File: src/rtl/counter_pkg.sv
// -----------------------------------------------------------------------------
// counter_pkg
// Shared types and constants for the BCD digit counter.
//   state_t : carry-walk FSM states (IDLE, CALC, DONE)
//   BCD_W   : bits per BCD digit
//   BCD_MAX : largest legal digit value
// -----------------------------------------------------------------------------
package counter_pkg;

    typedef enum logic [1:0] {
        IDLE = 2'd0,
        CALC = 2'd1,
        DONE = 2'd2
    } state_t;

    localparam int          BCD_W   = 4;
    localparam logic [3:0]  BCD_MAX = 4'd9;

endpackage

File: src/rtl/bcd_digit_add.sv
// -----------------------------------------------------------------------------
// bcd_digit_add
// Combinational single-digit BCD adder used by the serial carry walk.
// Ports:
//   digit     in  BCD_W : current digit value (0..9)
//   inc       in  1     : +1 request at this digit
//   carry_in  in  1     : carry from the digit below
//   digit_out out BCD_W : resulting digit (0..9)
//   carry_out out 1     : carry into the digit above
// -----------------------------------------------------------------------------
module bcd_digit_add
    import counter_pkg::*;
(
    input  logic [BCD_W-1:0] digit,
    input  logic             inc,
    input  logic             carry_in,
    output logic [BCD_W-1:0] digit_out,
    output logic             carry_out
);

    // Sum never exceeds 9 + 1 + 1 = 11, so one subtraction of 10 suffices.
    logic [BCD_W:0] sum;

    assign sum       = {1'b0, digit} + {{BCD_W{1'b0}}, inc} + {{BCD_W{1'b0}}, carry_in};
    assign carry_out = (sum > {1'b0, BCD_MAX});
    assign digit_out = carry_out ? BCD_W'(sum - 5'd10) : sum[BCD_W-1:0];

endmodule

File: src/rtl/bcd_digit_counter.sv
// -----------------------------------------------------------------------------
// bcd_digit_counter
// Multi-digit BCD counter. An increment pulse adds one unit at every digit
// whose trigger bit is set, walking the digits serially (one per cycle) with a
// single shared adder. A refresh pulse snapshots the settled value to disp.
//
// Ports:
//   clk        in  1         : system clock, rising edge
//   rst_n      in  1         : synchronous active-low reset
//   inc_pulse  in  1         : increment strobe (ignored while busy)
//   ref_pulse  in  1         : refresh strobe (deferred while busy)
//   trigger    in  DIGITS    : bit i adds +1 at digit i
//   clear      in  1         : synchronous clear of count, display, overflow
//   disp       out 4*DIGITS  : display snapshot, digit i at [4i+3:4i]
//   busy       out 1         : carry walk in progress
//   overflow   out 1         : sticky, carry left the top digit
//
// Build option: BCD_COUNTER_SATURATE_EN -- when defined, an overflowing walk
// pins every digit at 9 instead of wrapping modulo 10^DIGITS.
// DIGITS must be at least 2.
// -----------------------------------------------------------------------------
module bcd_digit_counter
    import counter_pkg::*;
#(
    parameter int DIGITS = 8
) (
    input  logic                    clk,
    input  logic                    rst_n,
    input  logic                    inc_pulse,
    input  logic                    ref_pulse,
    input  logic [DIGITS-1:0]       trigger,
    input  logic                    clear,
    output logic [BCD_W*DIGITS-1:0] disp,
    output logic                    busy,
    output logic                    overflow
);

    localparam int               IDX_W    = $clog2(DIGITS);
    localparam logic [IDX_W-1:0] LAST_IDX = IDX_W'(DIGITS - 1);

    state_t                    state_q, state_d;
    logic [IDX_W-1:0]          idx_q, idx_d;
    logic                      carry_q, carry_d;
    logic                      final_carry_q, final_carry_d;
    logic [DIGITS-1:0]         inc_mask_q, inc_mask_d;
    logic [BCD_W*DIGITS-1:0]   working_q, working_d;
    logic [BCD_W*DIGITS-1:0]   disp_q, disp_d;
    logic                      overflow_q, overflow_d;
    logic                      ref_pending_q, ref_pending_d;
    logic                      busy_q, busy_d;

    logic [BCD_W-1:0]          add_digit;
    logic [BCD_W-1:0]          add_out;
    logic                      add_cout;

    // One adder shared by all digits, selected by the walk index.
    assign add_digit = working_q[int'(idx_q)*BCD_W +: BCD_W];

    bcd_digit_add u_add (
        .digit     (add_digit),
        .inc       (inc_mask_q[idx_q]),
        .carry_in  (carry_q),
        .digit_out (add_out),
        .carry_out (add_cout)
    );

    always_comb begin
        state_d       = state_q;
        idx_d         = idx_q;
        carry_d       = carry_q;
        final_carry_d = final_carry_q;
        inc_mask_d    = inc_mask_q;
        working_d     = working_q;
        disp_d        = disp_q;
        overflow_d    = overflow_q;
        // A refresh arriving mid-walk is remembered until the walk settles.
        ref_pending_d = ref_pending_q | ref_pulse;

        unique case (state_q)
            IDLE: begin
                // Snapshot uses the pre-increment value if inc arrives too.
                if (ref_pulse || ref_pending_q) begin
                    disp_d        = working_q;
                    ref_pending_d = 1'b0;
                end
                if (inc_pulse) begin
                    inc_mask_d = trigger;
                    idx_d      = '0;
                    carry_d    = 1'b0;
                    state_d    = CALC;
                end
            end
            CALC: begin
                working_d[int'(idx_q)*BCD_W +: BCD_W] = add_out;
                carry_d = add_cout;
                idx_d   = idx_q + 1'b1;
                if (idx_q == LAST_IDX) begin
                    final_carry_d = add_cout;
                    state_d       = DONE;
                end
            end
            DONE: begin
                if (final_carry_q) begin
                    overflow_d = 1'b1;
`ifdef BCD_COUNTER_SATURATE_EN
                    working_d  = {DIGITS{BCD_MAX}};
`endif
                end
                state_d = IDLE;
            end
            default: state_d = IDLE;
        endcase

        // Clear aborts any walk and wipes all visible state.
        if (clear) begin
            state_d       = IDLE;
            working_d     = '0;
            disp_d        = '0;
            overflow_d    = 1'b0;
            ref_pending_d = 1'b0;
            inc_mask_d    = '0;
        end

        busy_d = (state_d != IDLE);
    end

    always_ff @(posedge clk) begin
        if (!rst_n) begin
            state_q       <= IDLE;
            idx_q         <= '0;
            carry_q       <= 1'b0;
            final_carry_q <= 1'b0;
            inc_mask_q    <= '0;
            working_q     <= '0;
            disp_q        <= '0;
            overflow_q    <= 1'b0;
            ref_pending_q <= 1'b0;
            busy_q        <= 1'b0;
        end else begin
            state_q       <= state_d;
            idx_q         <= idx_d;
            carry_q       <= carry_d;
            final_carry_q <= final_carry_d;
            inc_mask_q    <= inc_mask_d;
            working_q     <= working_d;
            disp_q        <= disp_d;
            overflow_q    <= overflow_d;
            ref_pending_q <= ref_pending_d;
            busy_q        <= busy_d;
        end
    end

    assign disp     = disp_q;
    assign busy     = busy_q;
    assign overflow = overflow_q;

endmodule

File: config.mk
export PLATFORM = sky130hd
export DESIGN_NAME = bcd_digit_counter
export DESIGN_NICKNAME = d
export VERILOG_FILES = /design/src/rtl/counter_pkg.sv /design/src/rtl/bcd_digit_add.sv /design/src/rtl/bcd_digit_counter.sv
export SDC_FILE = /design/constraint.sdc
export NUM_CORES = 1
export LEC_CHECK = 0
export CORE_ASPECT_RATIO = 1.2
export CORE_MARGIN = 2
export CORE_UTILIZATION = 25
export DETAILED_ROUTE_END_ITERATION = 8
export GPL_TIMING_DRIVEN = 0
export PLACE_DENSITY = 0.42
export SYNTH_ARGS = -nofsm -noshare
export SYNTH_HDL_FRONTEND = slang
export SYNTH_SLANG_ARGS = --single-unit
File: constraint.sdc
create_clock -name clk -period 3.9 [get_ports clk]
set_input_delay 0.78 -clock clk [delete_from_list [all_inputs] [get_ports clk]]
set_output_delay 0.78 -clock clk [all_outputs]
set_load 0.02 [all_outputs]
==> results of run 1 <==
## registers in the layout, summed over array words and instances (netlist names)
signal         flops
overflow           1
state_q            2
ref_pending_q      1
busy               1
carry_q            1
disp              32
inc_mask_q         8
idx_q              3
working_q         32
final_carry_q      1
## cells in the mapped netlist, types with 3 or more instances
library cell / number
o211ai_1: 4
nand2b_1: 6
and2_1: 5
nor2b_1: 6
ha_1: 6
a31oi_1: 9
a311o_1: 4
nand3_1: 10
o31ai_1: 5
dfxtp_1: 82
a21oi_1: 51
mux4_2: 8
o21ai_1: 6
a211oi_1: 5
nand2_1: 107
nor4_1: 6
clkbuf_1: 19
nor2_1: 33
mux2_2: 3
inv_1: 9
mux2i_1: 5
buf_2: 4
o21ai_0: 8
nor3_1: 6
## worst register-to-register path: stages (launching register included)
cell       delay (ns)
dfxtp_1          0.42
buf_2            0.31
inv_1            0.20
mux2i_4          0.23
fa_2             0.40
inv_1            0.14
ha_4             0.19
inv_1            0.07
xnor2_1          0.12
ha_1             0.26
and2_2           0.26
a2111oi_4        0.45
buf_6            0.19
nor4_1           0.06
a311o_1          0.31
## final cells by class
| type | count | share of cell area (%) |
|---|---|---|
| multi-input combinational | 331 | 42.0 |
| sequential | 82 | 33.4 |
| timing repair buffer | 48 | 9.66 |
| tap | 204 | 5.19 |
| clock buffer | 10 | 4.65 |
| buffer | 28 | 2.90 |
| clock inverter | 6 | 1.35 |
| inverter | 10 | 0.763 |
## timing repair
item | 4_1_cts | 5_1_grt
endpoints found under the setup margin | 26 | 22
buffers inserted | 1 | 1
pin swaps | 4 | 2
gates resized for setup | 10 | 5
gates cloned | 0 | 0
## layer usage
layer,up-vias,GRT usage [%]
met3,16,2.48
li1,1707,-
met4,0,6.13
met5,-,0
met2,94,22.6
met1,1606,20.6
## final timing paths
path | to | slack, ns | depth (start not counted)
max | working_q[25] | 0.17 | 14
min reg2reg | disp[8] | 0.45 | 2
max reg2reg | working_q[25] | 0.17 | 14
min | disp[8] | 0.45 | 2
## stage by stage
step	area (µm²)	instances	utilization, %	power, W
floorplan	3820	452	-	0.000923
global placement	4540	702	30.4	0.000962
detailed placement	4540	702	30.4	0.000964
CTS	4890	719	32.7	0.00183
global route	4920	719	32.9	0.00187
finish	4920	719	32.9	0.00180
## power breakdown
group	internal [W]	switching (W)	leakage (nW)	total, W
clock	0.000497	0.000355	0.135	0.000852
combinational	0.0000336	0.0000675	0.799	0.000101
sequential	0.000842	0.00000346	0.662	0.000845
## cells by family (layout without fill, tap and decap cells)
group	Yosys count	after routing	synth area share [%]
AOI/OAI and AO/OA	113	113	19.5
xor gates and xnor gates	1	1	0.229
adders and majority gates	7	7	2.49
buffers and inverters	39	102	4.55
DFF	82	82	42.9
muxes	19	19	8.37
and+or+nand+nor	191	191	21.9
==> summary.md, run 1 <==
| Metric | Value |
|---|---|
| Routed WL | 11.8 mm |
| Post-DP HPWL | 8.72 mm |
| Skew final | 0.00447 ns |
| WP data required | 4.13 ns |
| Crit-path most repeated cell | inv_1 |
| Vias in the first global route | 3176 |
| Total track usage | 14.8% |
| Clock Path Buffers | 2 |
| Crit path largest cell delay | 0.45 ns |
| First-pass GRT wire length | 18.0 mm |
| Synth Instances | 452 |
| Max Transition Viols Final | 0 |
| Initial Util | 25.6% |
| Final Hold Vio Count | 0 |
| Crit path cell chain | buf_2 > inv_1 > mux2i_4 > fa_2 > inv_1 > ha_4 > inv_1 > xnor2_1 > ha_1 > and2_2 > a2111oi_4 > buf_6 > nor4_1 > a311o_1 |
| CTS root buffer | clkbuf_16 |
| Share of cells above drive strength 1 | 10.9% |
| IO buf count | 46 |
| Rel. slew slack | 28.1% |
| Antenna violations before repair | 0 |
| Asr flop ratio synth | 0% |
| DIE AREA | 16300 µm² |
| Grt ovf | 0 |
| CP Buf/Inv Count | 5 |
| Post-route setup slack | 0.168 ns |
| Actual slew at the worst max-slew pin | 1.07 ns |
| CP Capture Type | register |
| Met2 Routed Length | 5.43 mm |
| Period Utilization, post-route | 95.7% |
| Reg clk slew, reported paths | 0.06 ns |
| Syn_nets | 472 |
| Synth Warn # | 0 |
| Largest net degree at the start of global routing | 15 |
| Leak | 1.60 nW |
| P&R area growth vs syn | 28.6% |
| Core area | 15000 µm² |
| Via density | 4.76 |
| Max cap viols | 0 |
| Register area share after synthesis | 42.9% |
| Max FO, Critical Path | 10 |
| Max Clk Rate | 0.268 GHz |
| Mapped cell area | 3820 µm² |
| Mean Syn Cell Area | 8.46 µm² |
| Setup TNS Final | 0 ns |
| Io pins | 47 |
| RSZ-0062 raised after global routing | false |
| Row count | 49 |
| Register bit total from synthesis | 82 |
| Critical path type | reg -> reg |
| Final ANT Viol Nets | 0 |
| Crit-path slowest cell | a2111oi_4 |
| DP Worst Slack | -0.593 ns |
| TritonCTS clock tree | built |
| Max VDD drop | 0.000152 V |
| Most frequent cells in the layout | nand2_1 (107), dfxtp_1 (81), a21oi_1 (51), clkdlybuf4s50_1 (46), nor2_1 (33) |
| FILL cells | 1631 |
| Remaining DRCs | 0 |
| Hold slack | 0.451 ns |
| Pwr per Cell Area | 365 nW/µm² |
| Initial DRC count | 223 |
| Hold Crit Class | reg -> reg |
| Distinct cells, synth | 58 |
| # setup viols final | 0 |
| Cell taking the most area after synthesis | dfxtp_1 |
| HP Start | disp[8] |
| Delay-heaviest family, CP | buffers and inverters |
| Top sig layer | met4 |
| Synth top area cells | dfxtp_1 (43%), nand2_1 (11%), a21oi_1 (6.7%), mux4_2 (4.7%), nor2_1 (3.2%) |
| Clock sinks | 82 |
| Worst setup SP type | register |
| Post-synth top area share | 42.9% |
| Most common cell after layout, fill and taps aside | nand2_1 |
| Die W | 117 µm |
| Predominant post-synthesis flop cell | dfxtp_1 |
| WL/cell | 16.4 µm |
| Fin nets | 530 |
| CP Launch Point | idx_q[2] |
| Multi-input gate area | 2070 µm² |
| 1st-pass router iterations | 5 |
| Vias | 3423 |
| Chip height | 139 µm |
| M1 WL | 5.51 mm |
| Antenna cell count | 0 |
| GPL Wtd Cong | 0.802 |
| Met3 wire length | 530 µm |
| Status | complete, no violations |
| CTS Hold Bufs | 0 |
| Number of flops mapped to enable cells by yosys | 0 |
| Reg area | 1650 µm² |
| H-tree levels | 3 |
| Total CTS buffers | 9 |
| Final min period | 3.73 ns |
| Clk_lat worst skew | 0.34 ns |
| Crit path DAT | 3.96 ns |
| Crit Reg-Reg Startpoint | idx_q[2] |
Power figures use the tool's default switching activity.
==> inputs of run 2 (changes only) <==
SKIP_CTS_REPAIR_TIMING = 1   (was default)
==> summary.md, run 2 (synthesized netlist as in run 1, its figures left out) <==
| Metric | Value |
|---|---|
| Most common cell after layout, fill and taps aside | nand2_1 |
| Skew final | 0.00450 ns |
| Io pins | 47 |
| Via density | 4.75 |
| Remaining DRCs | 0 |
| Crit-path slowest cell | mux4_2 |
| Max VDD drop | 0.000152 V |
| WL/cell | 16.3 µm |
| RR Endpoint | working_q[25] |
| Post-Place Cells | 702 |
| Total track usage | 14.7% |
| Initial Util | 25.6% |
| Grt ovf | 0 |
| Worst setup SP type | register |
| First-pass GRT wire length | 17.8 mm |
| Antenna violations before repair | 0 |
| H-tree levels | 3 |
| Largest net degree at the start of global routing | 15 |
| Routed WL | 11.8 mm |
| Share of cells above drive strength 1 | 11.6% |
| Row count | 49 |
| Pwr per Cell Area | 365 nW/µm² |
| Chip height | 139 µm |
| IO buf count | 46 |
| Reg clk slew, reported paths | 0.06 ns |
| 1st-pass router iterations | 5 |
| Most frequent cells in the layout | nand2_1 (107), dfxtp_1 (81), a21oi_1 (50), clkdlybuf4s50_1 (46), nor2_1 (33) |
| TritonCTS clock tree | built |
| P&R area growth vs syn | 29.0% |
| Final min period | 3.77 ns |
| Critical path type | reg -> reg |
| R2r worst-path depth | 13 |
| Final std cells w/o fill | 721 |
| Flop2flop setup slack | 0.13 ns |
| CP Capture Type | register |
| WP data required | 4.13 ns |
| Total CTS buffers | 9 |
| Max cap viols | 0 |
| Status | complete, no violations |
| CTS root buffer | clkbuf_16 |
| DIE AREA | 16300 µm² |
| Critical path depth in cells | 13 |
| CP Buf/Inv Count | 3 |
| Fin nets | 532 |
| GPL Wtd Cong | 0.802 |
| Rel. slew slack | 29.9% |
| Final ANT Viol Nets | 0 |
| Utilization after layout | 33.0% |
| Worst Setup EP | working_q[25] |
| Crit-path most repeated cell | buf_6 |
| Final Hold Vio Count | 0 |
| Initial DRC count | 217 |
| Vias | 3427 |
| Clk_lat worst skew | 0.34 ns |
| Crit Reg-Reg Startpoint | idx_q[0] |
| Clock sinks | 82 |
| Max Transition Viols Final | 0 |
| Hold Crit Class | reg -> reg |
| Clock Path Buffers | 2 |
| Max FO, Critical Path | 10 |
| Post-DP HPWL | 8.72 mm |
| Core area | 15000 µm² |
| Actual slew at the worst max-slew pin | 1.04 ns |
| CP Launch Point | idx_q[0] |
| Leak | 1.61 nW |
| Die W | 117 µm |
| Period Utilization, post-route | 96.8% |
| Crit path largest cell delay | 0.55 ns |
| Power, Total | 0.00180 W |
| Crit path DAT | 4.00 ns |
| Crit path cell chain | buf_6 > mux4_2 > mux2i_4 > fa_2 > inv_1 > ha_2 > or2_2 > nand2_1 > or4_1 > a211oi_4 > buf_6 > nor4_1 > a311o_1 |
| # setup viols final | 0 |
| Antenna cell count | 0 |
| Max Clk Rate | 0.265 GHz |
| Vias in the first global route | 3140 |
| Delay-heaviest family, CP | simple AND/OR/NAND/NOR gates |
[run 2: cell types whose count changed in the layout (fill, tap and decap cells not counted), sizes merged]
cell  previous run  this run
buf             12        14
[run 2: per-layer routing]
metal | global-route usage, % | vias to the layer above | wire (µm) | share of wire (%)
met1 | 20.5 | 1631 | 5620 | 48
met5 | 0 | - | 0 | 0
met3 | 2.48 | 16 | 400 | 3.4
li1 | - | 1706 | - | -
met4 | 6.13 | 0 | 291 | 2.5
met2 | 22.2 | 74 | 5480 | 46
[run 2: worst min path at each step]
stage	depth (start not counted)	endpoint	startpoint	slack [ns]
global route	2	inc_mask_q[0]	inc_mask_q[0]	0.48
global placement	2	inc_mask_q[4]	inc_mask_q[4]	0.44
floorplan	2	inc_mask_q[2]	inc_mask_q[2]	0.43
CTS	2	disp[8]	disp[8]	0.46
finish	2	inc_mask_q[0]	inc_mask_q[0]	0.45
detailed placement	2	disp[8]	disp[8]	0.45
[run 2: metrics by stage]
stage                     hold WS, ns  setup TNS [ns]  instance area (µm²)  worst slack, ns
final                           0.451               0                 4930            0.127
after global routing            0.475         -0.0142                 4930          -0.0142
after CTS                       0.455          -11.74                 4840           -0.611
after detailed placement        0.446          -11.31                 4540           -0.593
after global placement          0.445          -10.50                 4540           -0.565
after floorplan                 0.433               0                 3820            0.168
[run 2: final cells by class]
class	instances	area [µm²]
Buffer	28	146
Clock buffer	10	229
Clock inverter	6	66.3
Fill cell	1632	10000
Inverter	10	37.5
Multi-Input combinational cell	331	2060
Sequential cell	82	1650
Tap cell	204	255
Timing Repair Buffer	50	490
[run 2: power by group]
group          internal (W)  switching (W)  total (W)
clock              0.000497       0.000355   0.000852
sequential         0.000842     0.00000341   0.000845
combinational     0.0000337      0.0000677   0.000101
[run 2: worst min-delay path: cells and delay by family, from the launching register on]
kind / cells / cell delay, ns
DFF: 1 / 0.31
and+or+nand+nor: 1 / 0.05
AOI/OAI and AO/OA: 1 / 0.05
==> inputs of run 3 (changes only) <==
CAP_MARGIN = 15   (was default)
CORE_UTILIZATION = 50   (was 25)
CTS_CLUSTER_SIZE = 25   (was default)
PLACE_DENSITY = 0.74   (was 0.42)
==> summary.md, run 3 (synthesized netlist as in run 1, its figures left out) <==
| Metric | Value |
|---|---|
| Initial DRC count | 337 |
| RR Endpoint | working_q[25] |
| CTS root buffer | clkbuf_8 |
| Initial Util | 52.3% |
| Skew final | 0.0165 ns |
| Core area | 7320 µm² |
| First-pass GRT wire length | 16.6 mm |
| Post-DP HPWL | 7.52 mm |
| R2r worst-path depth | 13 |
| HP Start | disp[3] |
| Largest net degree at the start of global routing | 17 |
| Fin nets | 532 |
| H-tree levels | 3 |
| Row count | 34 |
| Worst setup SP type | register |
| Io pins | 47 |
| Grt ovf | 0 |
| Final Hold Vio Count | 0 |
| Final min period | 3.78 ns |
| Via density | 5.81 |
| Reg clk slew, reported paths | 0.09 ns |
| Max FO, Critical Path | 10 |
| Share of cells above drive strength 1 | 11.2% |
| Vias in the first global route | 3344 |
| Period Utilization, post-route | 96.9% |
| 1st-pass router iterations | 5 |
| Vias | 3526 |
| DIE AREA | 8370 µm² |
| Final ANT Viol Nets | 0 |
| Setup TNS Final | 0 ns |
| Max cap viols | 0 |
| Post-Place Cells | 588 |
| # setup viols final | 0 |
| Chip height | 99.8 µm |
| Antenna cell count | 0 |
| Max Transition Viols Final | 0 |
| IO buf count | 46 |
| Most common cell after layout, fill and taps aside | nand2_1 |
| GPL Wtd Cong | 0.926 |
| WP data required | 4.15 ns |
| P&R area growth vs syn | 22.4% |
| Clock Path Buffers | 2 |
| Power, Total | 0.00159 W |
| Post-route setup slack | 0.120 ns |
| Rel. slew slack | 40.3% |
| Total track usage | 25.3% |
| Flop2flop setup slack | 0.12 ns |
| Pwr per Cell Area | 341 nW/µm² |
| Max VDD drop | 0.000227 V |
| Crit Reg-Reg Startpoint | idx_q[0] |
| WHS Path Cells | 2 |
| Leak | 1.57 nW |
| WL/cell | 16.8 µm |
| Final std cells w/o fill | 607 |
| Actual slew at the worst max-slew pin | 0.887 ns |
| Total CTS buffers | 9 |
| Remaining DRCs | 0 |
| Die W | 83.8 µm |
| Max Clk Rate | 0.265 GHz |
| Clk_lat worst skew | 0.37 ns |
| Hold Crit Class | reg -> reg |
| Routed WL | 10.2 mm |
| Clock sinks | 82 |
| Utilization after layout | 64.0% |
| Most frequent cells in the layout | nand2_1 (107), dfxtp_1 (81), a21oi_1 (50), clkdlybuf4s50_1 (46), nor2_1 (33) |
| Status | complete, no violations |
| Critical path type | reg -> reg |
| End of the worst hold path | disp[3] |
| Crit path DAT | 4.03 ns |
| TritonCTS clock tree | built |
| DP Worst Slack | -0.464 ns |
| Antenna violations before repair | 0 |
| CP Capture Type | register |
run 3: report_power, final:
part / total [W] / leakage [nW] / internal [W] / switching, W
logic: 0.0000979 / 0.810 / 0.0000332 / 0.0000648
clock network: 0.000652 / 0.0988 / 0.000307 / 0.000345
registers: 0.000844 / 0.662 / 0.000841 / 0.00000343
run 3: metrics by stage:
stage / hold slack, ns / cell area [µm²]
5_1_grt: 0.483 / 4680
6_report: 0.457 / 4680
3_5_place_dp: 0.448 / 4400
4_1_cts: 0.461 / 4600
3_3_place_gp: 0.441 / 4400
2_1_floorplan: 0.433 / 3820
run 3: critical path, cell delays in order (launching register included):
cell and delay (ns):
dfxtp_4 0.40, buf_6 0.17, mux4_2 0.52, mux2i_2 0.22
fa_2 0.29, inv_1 0.07, ha_2 0.40, inv_1 0.12
ha_1 0.26, and2_2 0.27, a2111oi_4 0.37, buf_6 0.20
nor4_1 0.07, a311o_1 0.32
run 3: worst max-delay path by stage:
stage | from | end | slack (ns) | depth (start not counted)
2_1_floorplan | idx_q[0] | working_q[25] | 0.17 | 14
3_3_place_gp | idx_q[0] | working_q[25] | -0.39 | 13
3_5_place_dp | idx_q[0] | working_q[25] | -0.46 | 13
4_1_cts | idx_q[0] | working_q[25] | -0.48 | 13
5_1_grt | idx_q[0] | working_q[25] | -0.01 | 13
6_report | idx_q[0] | working_q[25] | 0.12 | 13
run 3: final cells by class:
type / instances / area [µm²]
plain buffers: 29 / 146
clock buffers: 9 / 124
clock inverters: 7 / 82.6
fillers: 658 / 2640
inverters: 10 / 37.5
multi-input cells: 331 / 2050
flip-flops and latches: 82 / 1650
well taps: 90 / 113
repair buffers: 49 / 483
run 3: layer usage:
layer	global-route usage (%)	vias to the layer above	wire length, µm
met1	31.4	1675	4310
met3	3.62	36	555
met5	0	-	0
met4	15.3	0	403
met2	41.7	116	4940
li1	-	1699	-
